[config.mk]
export PLATFORM = sky130hd
export DESIGN_NAME = mem_access_ctrl
export DESIGN_NICKNAME = d
export VERILOG_FILES = /design/src/rtl/mem_access_ctrl.sv
export SDC_FILE = /design/constraint.sdc
export NUM_CORES = 1
export LEC_CHECK = 0
export ABC_AREA = 1
export CAP_MARGIN = 10
export CORE_MARGIN = 2
export CORE_UTILIZATION = 40
export CTS_BUF_LIST = sky130_fd_sc_hd__clkbuf_4
export CTS_CLUSTER_DIAMETER = 30
export DETAILED_ROUTE_END_ITERATION = 8
export GPL_TIMING_DRIVEN = 0
export PLACE_DENSITY = 0.85
export SLEW_MARGIN = 5
export SYNTH_ARGS = -nofsm -noshare
export SYNTH_HDL_FRONTEND = slang
export SYNTH_SLANG_ARGS = --single-unit
[constraint.sdc]
create_clock -name clk -period 1.6 [get_ports clk]
set_input_delay 0.32 -clock clk [delete_from_list [all_inputs] [get_ports clk]]
set_output_delay 0.32 -clock clk [all_outputs]
set_load 0.05 [all_outputs]
[src/rtl/mem_access_ctrl.sv]
// MEM-stage load/store sequencer: alignment check, split addr/data bus
// handshake, load extension and a one-cycle completion pulse.
module mem_access_ctrl #(
  parameter int ADDR_W = 32,
  parameter int DATA_W = 32
) (
  input  logic              clk,
  input  logic              rst,
  input  logic              req_valid,
  input  logic              req_wr,
  input  logic [2:0]        req_func,
  input  logic [ADDR_W-1:0] req_addr,
  input  logic [DATA_W-1:0] req_wdata,
  input  logic              flush,
  output logic              stall,
  output logic              resp_valid,
  output logic [DATA_W-1:0] resp_rdata,
  output logic              exc_adel,
  output logic              exc_ades,
  output logic [ADDR_W-1:0] badvaddr,
  output logic              data_req,
  output logic              data_wr,
  output logic [1:0]        data_size,
  output logic [ADDR_W-1:0] data_addr,
  output logic [DATA_W-1:0] data_wdata,
  output logic [3:0]        data_wstrb,
  input  logic              data_addr_ok,
  input  logic              data_data_ok,
  input  logic [DATA_W-1:0] data_rdata
);

  typedef enum logic [2:0] {
    S_IDLE,
    S_ADDR,
    S_DATA,
    S_DONE,
    S_DRAIN
  } state_t;

  state_t state;
  logic   resp_q;
  logic   adel_q;
  logic   ades_q;
  logic   uns_q;

  logic              is_word;
  logic              is_half;
  logic              mis;
  logic [1:0]        size;
  logic [3:0]        st_strb;
  logic [DATA_W-1:0] st_data;
  logic [7:0]        lane_b;
  logic [15:0]       lane_h;
  logic [DATA_W-1:0] ld_ext;

  // func 1xx (incl. undefined 101-111) is a word access
  assign is_word = req_func[2];
  assign is_half = ~req_func[2] & req_func[1];
  assign mis = (is_word & |req_addr[1:0])
             | (is_half & req_addr[0]);

  always_comb begin
    size    = 2'd0;
    st_strb = 4'b0001 << req_addr[1:0];
    st_data = {4{req_wdata[7:0]}};
    unique case (1'b1)
      is_word: begin
        size    = 2'd2;
        st_strb = 4'b1111;
        st_data = req_wdata;
      end
      is_half: begin
        size    = 2'd1;
        st_strb = req_addr[1] ? 4'b1100 : 4'b0011;
        st_data = {2{req_wdata[15:0]}};
      end
      default: ;
    endcase
  end

  always_comb begin
    lane_b = 8'h00;
    unique case (data_addr[1:0])
      2'd0: lane_b = data_rdata[7:0];
      2'd1: lane_b = data_rdata[15:8];
      2'd2: lane_b = data_rdata[23:16];
      2'd3: lane_b = data_rdata[31:24];
    endcase
    lane_h = data_addr[1] ? data_rdata[31:16]
                          : data_rdata[15:0];
    ld_ext = data_rdata;
    unique case (data_size)
      2'd2: ld_ext = data_rdata;
      2'd1: ld_ext = {{16{~uns_q & lane_h[15]}}, lane_h};
      default: ld_ext = {{24{~uns_q & lane_b[7]}}, lane_b};
    endcase
  end

  always_ff @(posedge clk) begin
    if (rst) begin
      state      <= S_IDLE;
      resp_q     <= 1'b0;
      adel_q     <= 1'b0;
      ades_q     <= 1'b0;
      uns_q      <= 1'b0;
      resp_rdata <= '0;
      badvaddr   <= '0;
      data_req   <= 1'b0;
      data_wr    <= 1'b0;
      data_size  <= 2'd0;
      data_addr  <= '0;
      data_wdata <= '0;
      data_wstrb <= 4'b0000;
    end else begin
      resp_q <= 1'b0;
      adel_q <= 1'b0;
      ades_q <= 1'b0;
      unique case (state)
        S_IDLE: begin
          if (req_valid && !flush) begin
            if (mis) begin
              state      <= S_DONE;
              resp_q     <= 1'b1;
              adel_q     <= ~req_wr;
              ades_q     <= req_wr;
              badvaddr   <= req_addr;
              resp_rdata <= '0;
            end else begin
              state      <= S_ADDR;
              data_req   <= 1'b1;
              data_wr    <= req_wr;
              data_size  <= size;
              data_addr  <= req_addr;
              data_wdata <= st_data;
              data_wstrb <= req_wr ? st_strb : 4'b0000;
              uns_q      <= req_func[0];
            end
          end
        end
        S_ADDR: begin
          if (data_addr_ok) begin
            data_req <= 1'b0;
            state    <= flush ? S_DRAIN : S_DATA;
          end else if (flush) begin
            data_req <= 1'b0;
            state    <= S_IDLE;
          end
        end
        S_DATA: begin
          // data landing with the flush needs no drain
          if (data_data_ok) begin
            if (flush) begin
              state <= S_IDLE;
            end else begin
              state      <= S_DONE;
              resp_q     <= 1'b1;
              resp_rdata <= data_wr ? '0 : ld_ext;
            end
          end else if (flush) begin
            state <= S_DRAIN;
          end
        end
        S_DRAIN: begin
          if (data_data_ok) state <= S_IDLE;
        end
        S_DONE: state <= S_IDLE;
        default: state <= S_IDLE;
      endcase
    end
  end

  assign resp_valid = resp_q & ~flush;
  assign exc_adel   = adel_q & ~flush;
  assign exc_ades   = ades_q & ~flush;
  assign stall      = ~rst & req_valid & ~resp_valid & ~flush;

endmodule

Word-level counts from Yosys, hierarchy flattened
Cells that the tools add are included.
Storage, ports and cells
  flip-flop bits (word level): 143
  bits of input ports: 106
  output and inout bits: 140
  word-level logic and storage cells: 98
Cells by class
  eq/ne operators: 16
  shifts and indexed selects: 1
  muxes and demuxes: 34
  bitwise operators: 21
  reduce and logical (&&, ||, !) cells: 13
Operator list (number)
  $pmux W32 S2: 3
  $mux W32: 5
  $pmux W8 S4: 1
  $mux W3: 7
  $mux W16: 1
  $ne A2 B2 Y1 const B: 6
  $pmux W3 S4: 1
  $and A1 B1 Y1: 11
  $not A1 Y1: 9
  $mux W1: 8
  $mux W4: 2
  $pmux W4 S2: 1
  $reduce_and A4 Y1: 2
  $eq A2 B2 Y1 const B: 3
  $ne A3 B3 Y1 const B: 2
  $reduce_and A3 Y1: 2
  $reduce_and A5 Y1: 1
  $eq A2 B1 Y1 const B: 2
  $mux W2: 2
  $pmux W1 S2: 2
  $pmux W2 S2: 1
  $reduce_bool A2 Y1: 2
  $reduce_or A4 Y1: 1
  $shl A1 B2 Y4 const A: 1
  9 further kinds: 9

Logic depth before layout (Yosys ltp)
  depth in word-level cells: 8
  gate-level depth with buffers: 9

Worst setup path before layout
OpenSTA, ideal clock, no wires.
  path kind: input-to-output
  start point: input port rst
  end point: output port stall
  arrival time: 1.763 ns
  setup slack: -0.483 ns
  cell stages on the path: 3
  cells stage by stage: buf_2 clkbuf_1 nor3_1
On the way
  word-level cells in the longest chain between the ends: 4
RTL lines
  start, declared: line 8  | input logic rst,
  $not A1 Y1: line 175  | assign stall = ~rst & req_valid & ~resp_valid & ~flush;
  $and A1 B1 Y1 (3 in a row): line 175
  end, declared: line 15  | output logic stall,
No other way between the ends.

Final worst setup path
  start point: register resp_rdata[7]
  end point: output port resp_rdata[7]
RTL lines
  start, declared: line 17  | output logic [DATA_W-1:0] resp_rdata,
  start signal, assigned: line 157  | resp_rdata <= data_wr ? '0 : ld_ext;
No word-level cell between the ends.

==> results.md <==
* Outcome: complete, no violations
* Maximum number of pins on one net before global-route repair at 17
* Time the worst path needs with I/O delays and setup at 1.57 ns
* Cts bufs inserted at 17
* DP HPWL at 17,900 um
* Worst-path maximum fanout at 2
* Relative max-transition margin at 58.5%
* DRT iter0 DRCs at 455
* Area of the core at 15,900 um2
* Peak supply drop at 0.576 mV
* Worst Path Required at 1.28 ns
* Nets in the synthesized netlist at 1,047
* Number of max-cap violations at 0
* WP data arrival at 1.25 ns
* Number of global-route vias before repair at 6,911
* Clock sink total at 143
* Diode insertion count for antenna repair at 0
* Cell types with the largest area share after synthesis: sky130_fd_sc_hd__dfxtp_1, sky130_fd_sc_hd__nand2_1, sky130_fd_sc_hd__a21oi_1, sky130_fd_sc_hd__o21ai_0, sky130_fd_sc_hd__nor2_1
* CP bufs+invs at 1
* Clock tree from TritonCTS: built
* Area growth from synthesis to final layout at 39.8%
* Total number of yosys warnings at 0
* FMAX at 637 MHz
* RSZ-0062 raised after global routing: yes
* Skew-Pair Late Insertion Delay at 0.57 ns
* Total number of nets in the final design at 1,321
* Sort of element at the start of the critical path: flop
* Crit-path cells: buf_2
* Portion of synthesized cell area occupied by the leading cell type at 43.9%
* Mapped Area at 6530 um2
* Global placer's final weighted congestion at 0.936
* Post-synth EDFFs at 0
* Routed via count at 7,374
* Final clock period utilization by the worst path at 98.1%
* Avg WL per Cell at 16.5 um
* Largest clock skew in the final design at 0.0106 ns
* Wire length of the first global-routing pass at 36,500 um
* Standby leakage power at 4.13 nW
* Number of optimization iterations in the first detailed-route pass at 5
* Max Buffers Root-to-Sink at 2
* Final Instance Area at 9120 um2
* H-tree lvl count at 4
* Cell count after synthesis at 939
* Max stage delay cell, worst path: sky130_fd_sc_hd__dfxtp_1
* Worst min path class: input port to flop
* Layout cells sized above 1 at 22.8%
* Largest area contributor in the netlist: sky130_fd_sc_hd__dfxtp_1
* Sequential-to-total area share from yosys stat at 43.9%
* Most common cell after layout, fill and taps aside: sky130_fd_sc_hd__nand2_1
* PwrDens at 900 nW/um2
* Total setup violations reported at the end of the flow at 0
* Final cell count without fillers at 1,442
* Max-slew violations at 0
* Slew of the pin with the lowest slew margin at 0.622 ns
* Placed instance area at 9250 um2
* Number of vias per cell at 5.11
* Die Width at 132 um
* Effective utilization at floorplan at 40.9%
* Floorplan die height at 132 um
* Drc violations at 0
* Number of ports placed on the die boundary at 246
* Final wirelength at 23,800 um
* # port buffers at 243
* Setup tns final at 0 ns
* Count of nets left with antenna violations after detail routing at 0
* GRT Residual Overflow at 0
* Syn avg cell area at 6.95 um2
* Antenna violations before repair at 0
* Total of flip-flops plus latches after synthesis at 143
* GR Util All Layers at 26.3%
* Dominant delay contributor by cell family on the critical path: flip-flops
* Kind of capture point of the worst setup path: output pin
* Row cnt at 46
* Hold Violations, Final at 0
* Netlist cell types at 29
* Synth async-reset ratio at 0%
* Largest stage delay, worst path at 0.40 ns
* Crit path kind: flop to output pin
* Post-CTS clock slew at the launch and capture registers of the worst setup and hold paths at 0.12 ns
* Die ar. at 17,400 um2
* Commonest non-fill, non-tap cells in the layout: sky130_fd_sc_hd__nand2_1, sky130_fd_sc_hd__a21oi_1, sky130_fd_sc_hd__buf_2, sky130_fd_sc_hd__dfxtp_1, sky130_fd_sc_hd__clkdlybuf4s50_1
* Final standard cell utilization of the core at 57.2%
* Hold buffers post-CTS at 0
* Cell at the root of the clock tree: sky130_fd_sc_hd__clkbuf_4
* Main flop type after synthesis: sky130_fd_sc_hd__dfxtp_1
* Placed Cells incl. Taps at 1,398
==> synth_stat cells, types with 4 or more instances <==
master	n
sky130_fd_sc_hd__nand2_1	309
sky130_fd_sc_hd__a21oi_1	170
sky130_fd_sc_hd__dfxtp_1	143
sky130_fd_sc_hd__nor2_1	93
sky130_fd_sc_hd__o21ai_0	71
sky130_fd_sc_hd__inv_1	36
sky130_fd_sc_hd__clkbuf_1	21
sky130_fd_sc_hd__buf_2	17
sky130_fd_sc_hd__nand3_1	16
sky130_fd_sc_hd__buf_6	14
sky130_fd_sc_hd__buf_4	11
sky130_fd_sc_hd__nor2_4	4
==> stage by stage <==
stage | power [mW] | setup slack [ns] | hold slack [ns]
final | 8.21 | 0.0303 | 0.120
after global routing | 8.55 | -0.0169 | 0.101
after CTS | 8.19 | -0.0976 | 0.0760
after detailed placement | 5.86 | -0.810 | 0.453
after global placement | 5.84 | -0.792 | 0.450
after floorplan | 5.04 | 0.0312 | 0.392
==> worst paths after layout <==
check	from	end	slack, ns	cells after the start
max	resp_rdata[7]$_SDFFE_PP0P_	resp_rdata[7]	0.03	1
min	flush	data_req$_SDFFE_PP0P_	0.12	4
max reg2reg	state[0]$_SDFFE_PP0P_	badvaddr[5]$_SDFFE_PP0P_	0.07	9
min reg2reg	data_wdata[6]$_SDFFE_PP0P_	data_wdata[6]$_SDFFE_PP0P_	0.47	2
==> power by group <==
part / total, mW / internal (mW) / leakage, nW / switching [mW]
Combinational: 1.95 / 0.669 / 2.81 / 1.28
Clock: 2.47 / 1.07 / 0.154 / 1.40
Sequential: 3.79 / 3.71 / 1.17 / 0.0875
==> per-layer routing <==
layer | GRT usage (%) | share of wire (%) | wire length, um
met5 | 0 | 0 | 0
met1 | 30.1 | 39 | 9400
met3 | 10.1 | 10 | 2470
met2 | 45.7 | 48 | 11500
met4 | 7.85 | 2.1 | 492
==> cells by family after synthesis <==
logic type / synth area share [%]
AND/OR/NAND/NOR: 26.8
AO/OA/AOI/OAI: 20.4
flip-flops: 43.9
buffers and inverters: 8.57
adder cells (fa/ha/maj): 0.383
==> flip-flops by register name, summed over array words and instances, names as in the netlist <==
register / flops
adel_q: 1
ades_q: 1
badvaddr: 32
data_addr: 32
data_req: 1
data_size: 2
data_wdata: 32
data_wr: 1
data_wstrb: 4
resp_q: 1
resp_rdata: 32
state: 3
uns_q: 1
==> cell type report <==
cell class | count | area (um2)
clock inverters | 15 | 168
multi-input cells | 692 | 3170
fillers | 1554 | 6820
clock buffers | 17 | 128
repair buffers | 257 | 1910
well taps | 216 | 270
inverters | 40 | 156
flip-flops and latches | 143 | 2880
plain buffers | 62 | 440
==> repair_timing <==
action | CTS | global route
setup endpoints to repair | 162 | 70
buffers inserted | 0 | 11
gates cloned | 0 | 3
resized for setup | 722 | 51
pin swaps | 1 | 17
Power figures use the tool's default switching activity.
